$ cat src/rtl/fx_arb.sv
// fx_arb: two-requester round-robin arbiter in front of a strobed 8-bit fx slave bus.
// The top address nibble selects one of five slaves; other nibbles complete at once with req_err.
module fx_arb #(
  parameter int STB_W = 2
) (
  input  logic        clk_sys,
  input  logic        rst,
  input  logic [1:0]  req_vld,
  input  logic [1:0]  req_wr,
  input  logic [31:0] req_addr,
  input  logic [15:0] req_wdat,
  output logic [1:0]  req_rdy,
  output logic [1:0]  req_done,
  output logic [7:0]  req_rdat,
  output logic        req_err,
  output logic [15:0] fx_a,
  output logic [7:0]  fx_data,
  output logic [4:0]  fx_cs,
  output logic        fx_rd,
  output logic        fx_wr,
  input  logic [7:0]  fx_q
);

  // state | meaning
  // IDLE  | waiting; req_rdy offered combinationally to the arbitration winner
  // SETUP | fx_a, fx_cs, fx_data driven, strobes low
  // STB   | fx_rd or fx_wr high for STB_W cycles (down-counter to zero)
  // DONE  | bus released, req_done pulsed to the granted requester
  typedef enum logic [1:0] {IDLE, SETUP, STB, DONE} state_t;

  localparam logic [3:0] STB_LAST = 4'(STB_W - 1);

  state_t      state_q;
  logic [3:0]  cnt_q;
  logic        last_q;
  logic        gnt_q;
  logic        wr_q;
  logic [15:0] fx_a_q;
  logic [7:0]  fx_data_q;
  logic [4:0]  fx_cs_q;
  logic        fx_rd_q;
  logic        fx_wr_q;
  logic [1:0]  done_q;
  logic [7:0]  rdat_q;
  logic        err_q;

  logic        gnt_d;
  logic        acc_d;
  logic        wr_d;
  logic        dec_ok_d;
  logic [15:0] addr_d;
  logic [7:0]  wdat_d;
  logic [4:0]  cs_d;
  logic [1:0]  gnt_oh_d;

  always_comb begin
    // on a tie the requester not served last wins
    gnt_d    = (req_vld == 2'b11) ? ~last_q : req_vld[1];
    acc_d    = (state_q == IDLE) && (req_vld != 2'b00) && !rst;
    addr_d   = gnt_d ? req_addr[31:16] : req_addr[15:0];
    wdat_d   = gnt_d ? req_wdat[15:8]  : req_wdat[7:0];
    wr_d     = gnt_d ? req_wr[1]       : req_wr[0];
    gnt_oh_d = gnt_d ? 2'b10 : 2'b01;
    dec_ok_d = 1'b1;
    cs_d     = 5'b00000;
    case (addr_d[15:12])
      4'd0:    cs_d = 5'b00001;
      4'd1:    cs_d = 5'b00010;
      4'd2:    cs_d = 5'b00100;
      4'd3:    cs_d = 5'b01000;
      4'd4:    cs_d = 5'b10000;
      default: dec_ok_d = 1'b0;
    endcase
  end

  assign req_rdy  = acc_d ? gnt_oh_d : 2'b00;
  assign req_done = done_q;
  assign req_rdat = rdat_q;
  assign req_err  = err_q;
  assign fx_a     = fx_a_q;
  assign fx_data  = fx_data_q;
  assign fx_cs    = fx_cs_q;
  assign fx_rd    = fx_rd_q;
  assign fx_wr    = fx_wr_q;

  always_ff @(posedge clk_sys or posedge rst) begin
    if (rst) begin
      state_q   <= IDLE;
      cnt_q     <= 4'd0;
      last_q    <= 1'b1;
      gnt_q     <= 1'b0;
      wr_q      <= 1'b0;
      fx_a_q    <= 16'h0000;
      fx_data_q <= 8'h00;
      fx_cs_q   <= 5'b00000;
      fx_rd_q   <= 1'b0;
      fx_wr_q   <= 1'b0;
      done_q    <= 2'b00;
      rdat_q    <= 8'h00;
      err_q     <= 1'b0;
    end else begin
      case (state_q)
        IDLE: begin
          if (acc_d) begin
            last_q <= gnt_d;
            gnt_q  <= gnt_d;
            wr_q   <= wr_d;
            if (dec_ok_d) begin
              state_q   <= SETUP;
              fx_a_q    <= addr_d;
              fx_cs_q   <= cs_d;
              fx_data_q <= wr_d ? wdat_d : 8'h00;
            end else begin
              state_q <= DONE;
              done_q  <= gnt_oh_d;
              err_q   <= 1'b1;
              rdat_q  <= 8'h00;
            end
          end
        end
        SETUP: begin
          state_q <= STB;
          cnt_q   <= STB_LAST;
          fx_rd_q <= ~wr_q;
          fx_wr_q <= wr_q;
        end
        STB: begin
          if (cnt_q == 4'd0) begin
            state_q   <= DONE;
            fx_rd_q   <= 1'b0;
            fx_wr_q   <= 1'b0;
            fx_a_q    <= 16'h0000;
            fx_cs_q   <= 5'b00000;
            fx_data_q <= 8'h00;
            done_q    <= gnt_q ? 2'b10 : 2'b01;
            err_q     <= 1'b0;
            rdat_q    <= wr_q ? 8'h00 : fx_q;
          end else begin
            cnt_q <= cnt_q - 4'd1;
          end
        end
        DONE: begin
          state_q <= IDLE;
          done_q  <= 2'b00;
          err_q   <= 1'b0;
          rdat_q  <= 8'h00;
        end
        default: state_q <= IDLE;
      endcase
    end
  end

endmodule

$ cat config.mk
export PLATFORM = sky130hd
export DESIGN_NAME = fx_arb
export DESIGN_NICKNAME = d
export VERILOG_FILES = /design/src/rtl/fx_arb.sv
export SDC_FILE = /design/constraint.sdc
export NUM_CORES = 1
export LEC_CHECK = 0
export BUFFER_PORTS_ARGS = -buffer_cell sky130_fd_sc_hd__buf_2
export CAP_MARGIN = 25
export CORE_ASPECT_RATIO = 1.4
export CORE_MARGIN = 5
export CORE_UTILIZATION = 45
export CTS_CLUSTER_DIAMETER = 200
export CTS_CLUSTER_SIZE = 10
export DETAILED_ROUTE_END_ITERATION = 16
export PLACE_DENSITY = 0.74
export SYNTH_ARGS = -nofsm -noshare
export SYNTH_HDL_FRONTEND = slang
export SYNTH_SLANG_ARGS = --single-unit
$ cat constraint.sdc
create_clock -name clk_sys -period 3.12 [get_ports clk_sys]
set_clock_uncertainty 0.2 [all_clocks]
set_input_delay 0.312 -clock clk_sys [delete_from_list [all_inputs] [get_ports clk_sys]]
set_output_delay 0.312 -clock clk_sys [all_outputs]
set_load 0.02 [all_outputs]
==> results.yml <==
timing:
  maxSlewViolCount: 0
  hold-worst-slack_ns: 0.0377
  tightest_slew_ns: 1.01
  rsz0062_at_grt: "false"
  setup_viol: 0
  fin_crit_sh_pct: 85.3
  finalSetupTns_ns: 0
  max_freq_mhz: 376
  relSlewSlack_pct: 32.9
  final-hold-violation-count: 0
  fin_crit_ns: 2.66
worst_setup_path:
  timing.rr.start: "state_q[0]$_DFFE_PP0P_"
  crit_fanout: 21
  end_kind: "register"
  worstPathArrival_ns: 2.65
  critPathMaxStageDelay_ns: 0.52
  cp-start-kind: "register"
  rr_endpoint: "fx_data[1]$_DFFE_PP0P_"
  path_class: "register to register"
  worstPathCellList: "inv_1 -> ha_1 -> nand2b_1 -> or2_2 -> a211o_1 -> buf_4 -> mux2i_1"
  reg2reg_slack_ns: 0.46
  worst-endpoint-required_ns: 3.11
  critPathSlowestCell: "a211o_1"
  r2r_cells: 7
synth:
  synthCells: 272
  ys_warn_count: 0
  synth_flop_cell: "dfrtp_1"
  synth_seq_cells: 51
  synth_area_mm2: 0.00287
  async_flop_share_pct: 100
  synth_cell_types: 44
  synth-edff-count: 0
  syn_nets: 341
  syn_area_per_cell_um2: 10.5
  seq_area_frac_synth_pct: 44.5
placement:
  place_inst: 438
  hpwl_um: 5330
  io_buffers: 105
  placed_cell_area_mm2: 0.00345
  routabilityCongestion: 0.845
detailed_routing:
  vias: 2468
  drt_pre_antenna_iters: 4
  detail_route.iter0.violations: 161
  avgViaCountPerCell: 5.52
  ant_nets: 0
  wl_per_cell_um: 15.7
  drc: 0
  wirelength_um: 7040
clocking:
  cts_buffers: 5
  clk_pin_slew_ns: 0.09
  htree_levels: 2
  cts_tree: "done"
  cts_root_buf: "clkbuf_8"
  cts_buffer_depth: 2
  clock_latency_ns: 0.30
  cts.sinks: 51
  cts-resized-gates: 0
finish:
  final_cell_area_mm2: 0.00358
  diodes: 0
  layout-drive-gt1-share_pct: 41.6
  syn_to_final_growth_pct: 24.7
  n_fill_cell: 560
  final_common_cell: "buf_2"
  fin_nets: 443
  fin_cells: 447
  final_cell_mix: "buf_2, dfrtp_1, mux2i_1, nand2_1, inv_1"
global_route:
  grt_pass1_vias: 2525
  grt_antenna_before_repair: 0
  grt_pass1_wl_um: 11800
  grtUsageTotal_pct: 17.4
  grt_remaining_overflow: 0
  grt_max_degree: 33
status:
  status: "finished clean"
die:
  floorplan.initialDensity_pct: 46.2
  die_x_um: 77.5
  fp-row-count: 34
  fp.dieArea_mm2: 0.00810
  io-pin-count: 106
  core_mm2: 0.00621
  die_h_um: 104
worst_hold_path:
  worstHoldEndpoint: "req_rdat[6]$_DFFE_PP0P_"
  hold_class: "input pin to register"
  holdCritStartpoint: "fx_q[6]"
  whs_path_depth: 3
power:
  power_leakage_nw: 1.92
  pwr_density_cell_mw_per_mm2: 830
  ir_drop_mv: 0.348
flow_run:
  drv_cap: 0
-- cell type report --
cell class              count  area (um^2)  area share (%)
multi-input cells         185         1430            39.9
well taps                  72         90.1            2.52
clock inverters             3         43.8            1.22
clock buffers               5         68.8            1.92
inverters                  18         67.6            1.89
flip-flops and latches     51         1280            35.7
repair buffers            113          601            16.8
-- layer usage --
| metal | routed length (um) | share of wire (%) | vias up | global-route usage [%] |
|---|---|---|---|---|
| met2 | 3500 | 50 | 84 | 29.2 |
| met4 | 118 | 1.7 | 0 | 6.02 |
| li1 | - | - | 1204 | - |
| met1 | 2940 | 42 | 1172 | 21.6 |
| met3 | 488 | 6.9 | 8 | 4.42 |
| met5 | 0 | 0 | - | 0 |
-- worst max-delay path: cells and delay by family (launching register included) --
family                     cells  cell delay, ns
muxes                          1            0.14
buffers and inverters          2            0.45
AOI/OAI and AO/OA              1            0.52
and+or+nand+nor                2            0.58
adders and majority gates      1            0.25
DFF                            1            0.41
-- synth_stat cells (2+ instances only) --
cell type | count | area [um^2]
dfrtp_1 | 50 | 1250
mux2i_1 | 40 | 400
nand2_1 | 28 | 105
inv_1 | 18 | 67.6
a2111oi_0 | 15 | 131
a31o_2 | 14 | 123
mux2_2 | 13 | 146
clkbuf_1 | 10 | 37.5
nand3_1 | 10 | 50.1
nor2_1 | 10 | 37.5
o21ai_0 | 8 | 40.0
ha_1 | 7 | 87.6
buf_2 | 4 | 20.0
or4_1 | 4 | 30.0
a21o_1 | 3 | 22.5
a211o_1 | 2 | 17.5
a21oi_1 | 2 | 10.0
a31o_1 | 2 | 17.5
buf_4 | 2 | 15.0
buf_6 | 2 | 22.5
nor3_1 | 2 | 10.0
nor3b_1 | 2 | 15.0
nor4_1 | 2 | 12.5
or3_1 | 2 | 12.5
-- through the flow --
stage | utilization (%) | setup WS (ns) | power [mW]
final | 57.6 | 0.459 | 2.97
after global routing | 57.6 | 0.269 | 3.19
after CTS | 57.6 | 0.458 | 3.00
after detailed placement | 55.6 | 0.476 | 2.54
after global placement | 55.3 | 0.520 | 2.50
after floorplan | - | 0.947 | 2.10
-- power breakdown --
group          total, mW  internal (mW)  leakage (nW)  switching, mW
logic               1.47          0.600          1.19          0.871
registers           1.04          0.901         0.672          0.135
clock network      0.462          0.239        0.0581          0.223
total               2.97           1.74          1.92           1.23
-- flip-flops by register name (all words and copies together) (netlist names) --
name,cells
fx_data,8
fx_wr,1
fx_rd,1
state_q,2
req_rdat,8
req_done,2
cnt_q,4
wr_q,1
req_err,1
fx_a,16
gnt_q,1
last_q,1
fx_cs,5
-- worst max-delay path by stage --
stage	start	endpoint	slack, ns	cells past startpoint
3_5_place_dp	state_q[0]$_DFFE_PP0P_	fx_data[1]$_DFFE_PP0P_	0.48	7
3_3_place_gp	state_q[1]$_DFFE_PP0P_	fx_data[0]$_DFFE_PP0P_	0.52	7
5_1_grt	state_q[0]$_DFFE_PP0P_	fx_data[6]$_DFFE_PP0P_	0.27	7
4_1_cts	state_q[0]$_DFFE_PP0P_	fx_data[1]$_DFFE_PP0P_	0.46	7
2_1_floorplan	cnt_q[0]$_DFFE_PP0P_	fx_a[14]$_DFFE_PP0P_	0.95	8
6_report	state_q[0]$_DFFE_PP0P_	fx_data[1]$_DFFE_PP0P_	0.46	7
-- kinds of logic (layout without fill, tap and decap cells) --
group | after synthesis | count (layout) | synth area share [%]
AO/OA/AOI/OAI | 54 | 54 | 15.1
XOR/XNOR | 1 | 1 | 0.305
adder cells (fa/ha/maj) | 7 | 7 | 3.05
buffers and inverters | 36 | 139 | 5.67
flip-flops | 51 | 51 | 44.5
multiplexers | 53 | 53 | 19.1
AND/OR/NAND/NOR | 70 | 70 | 12.3
-- what timing repair did --
action,4_1_cts,5_1_grt
hold endpoints to repair,19,0
setup buffers,0,0
hold buffers,1,0
Power figures use the tool's default switching activity.
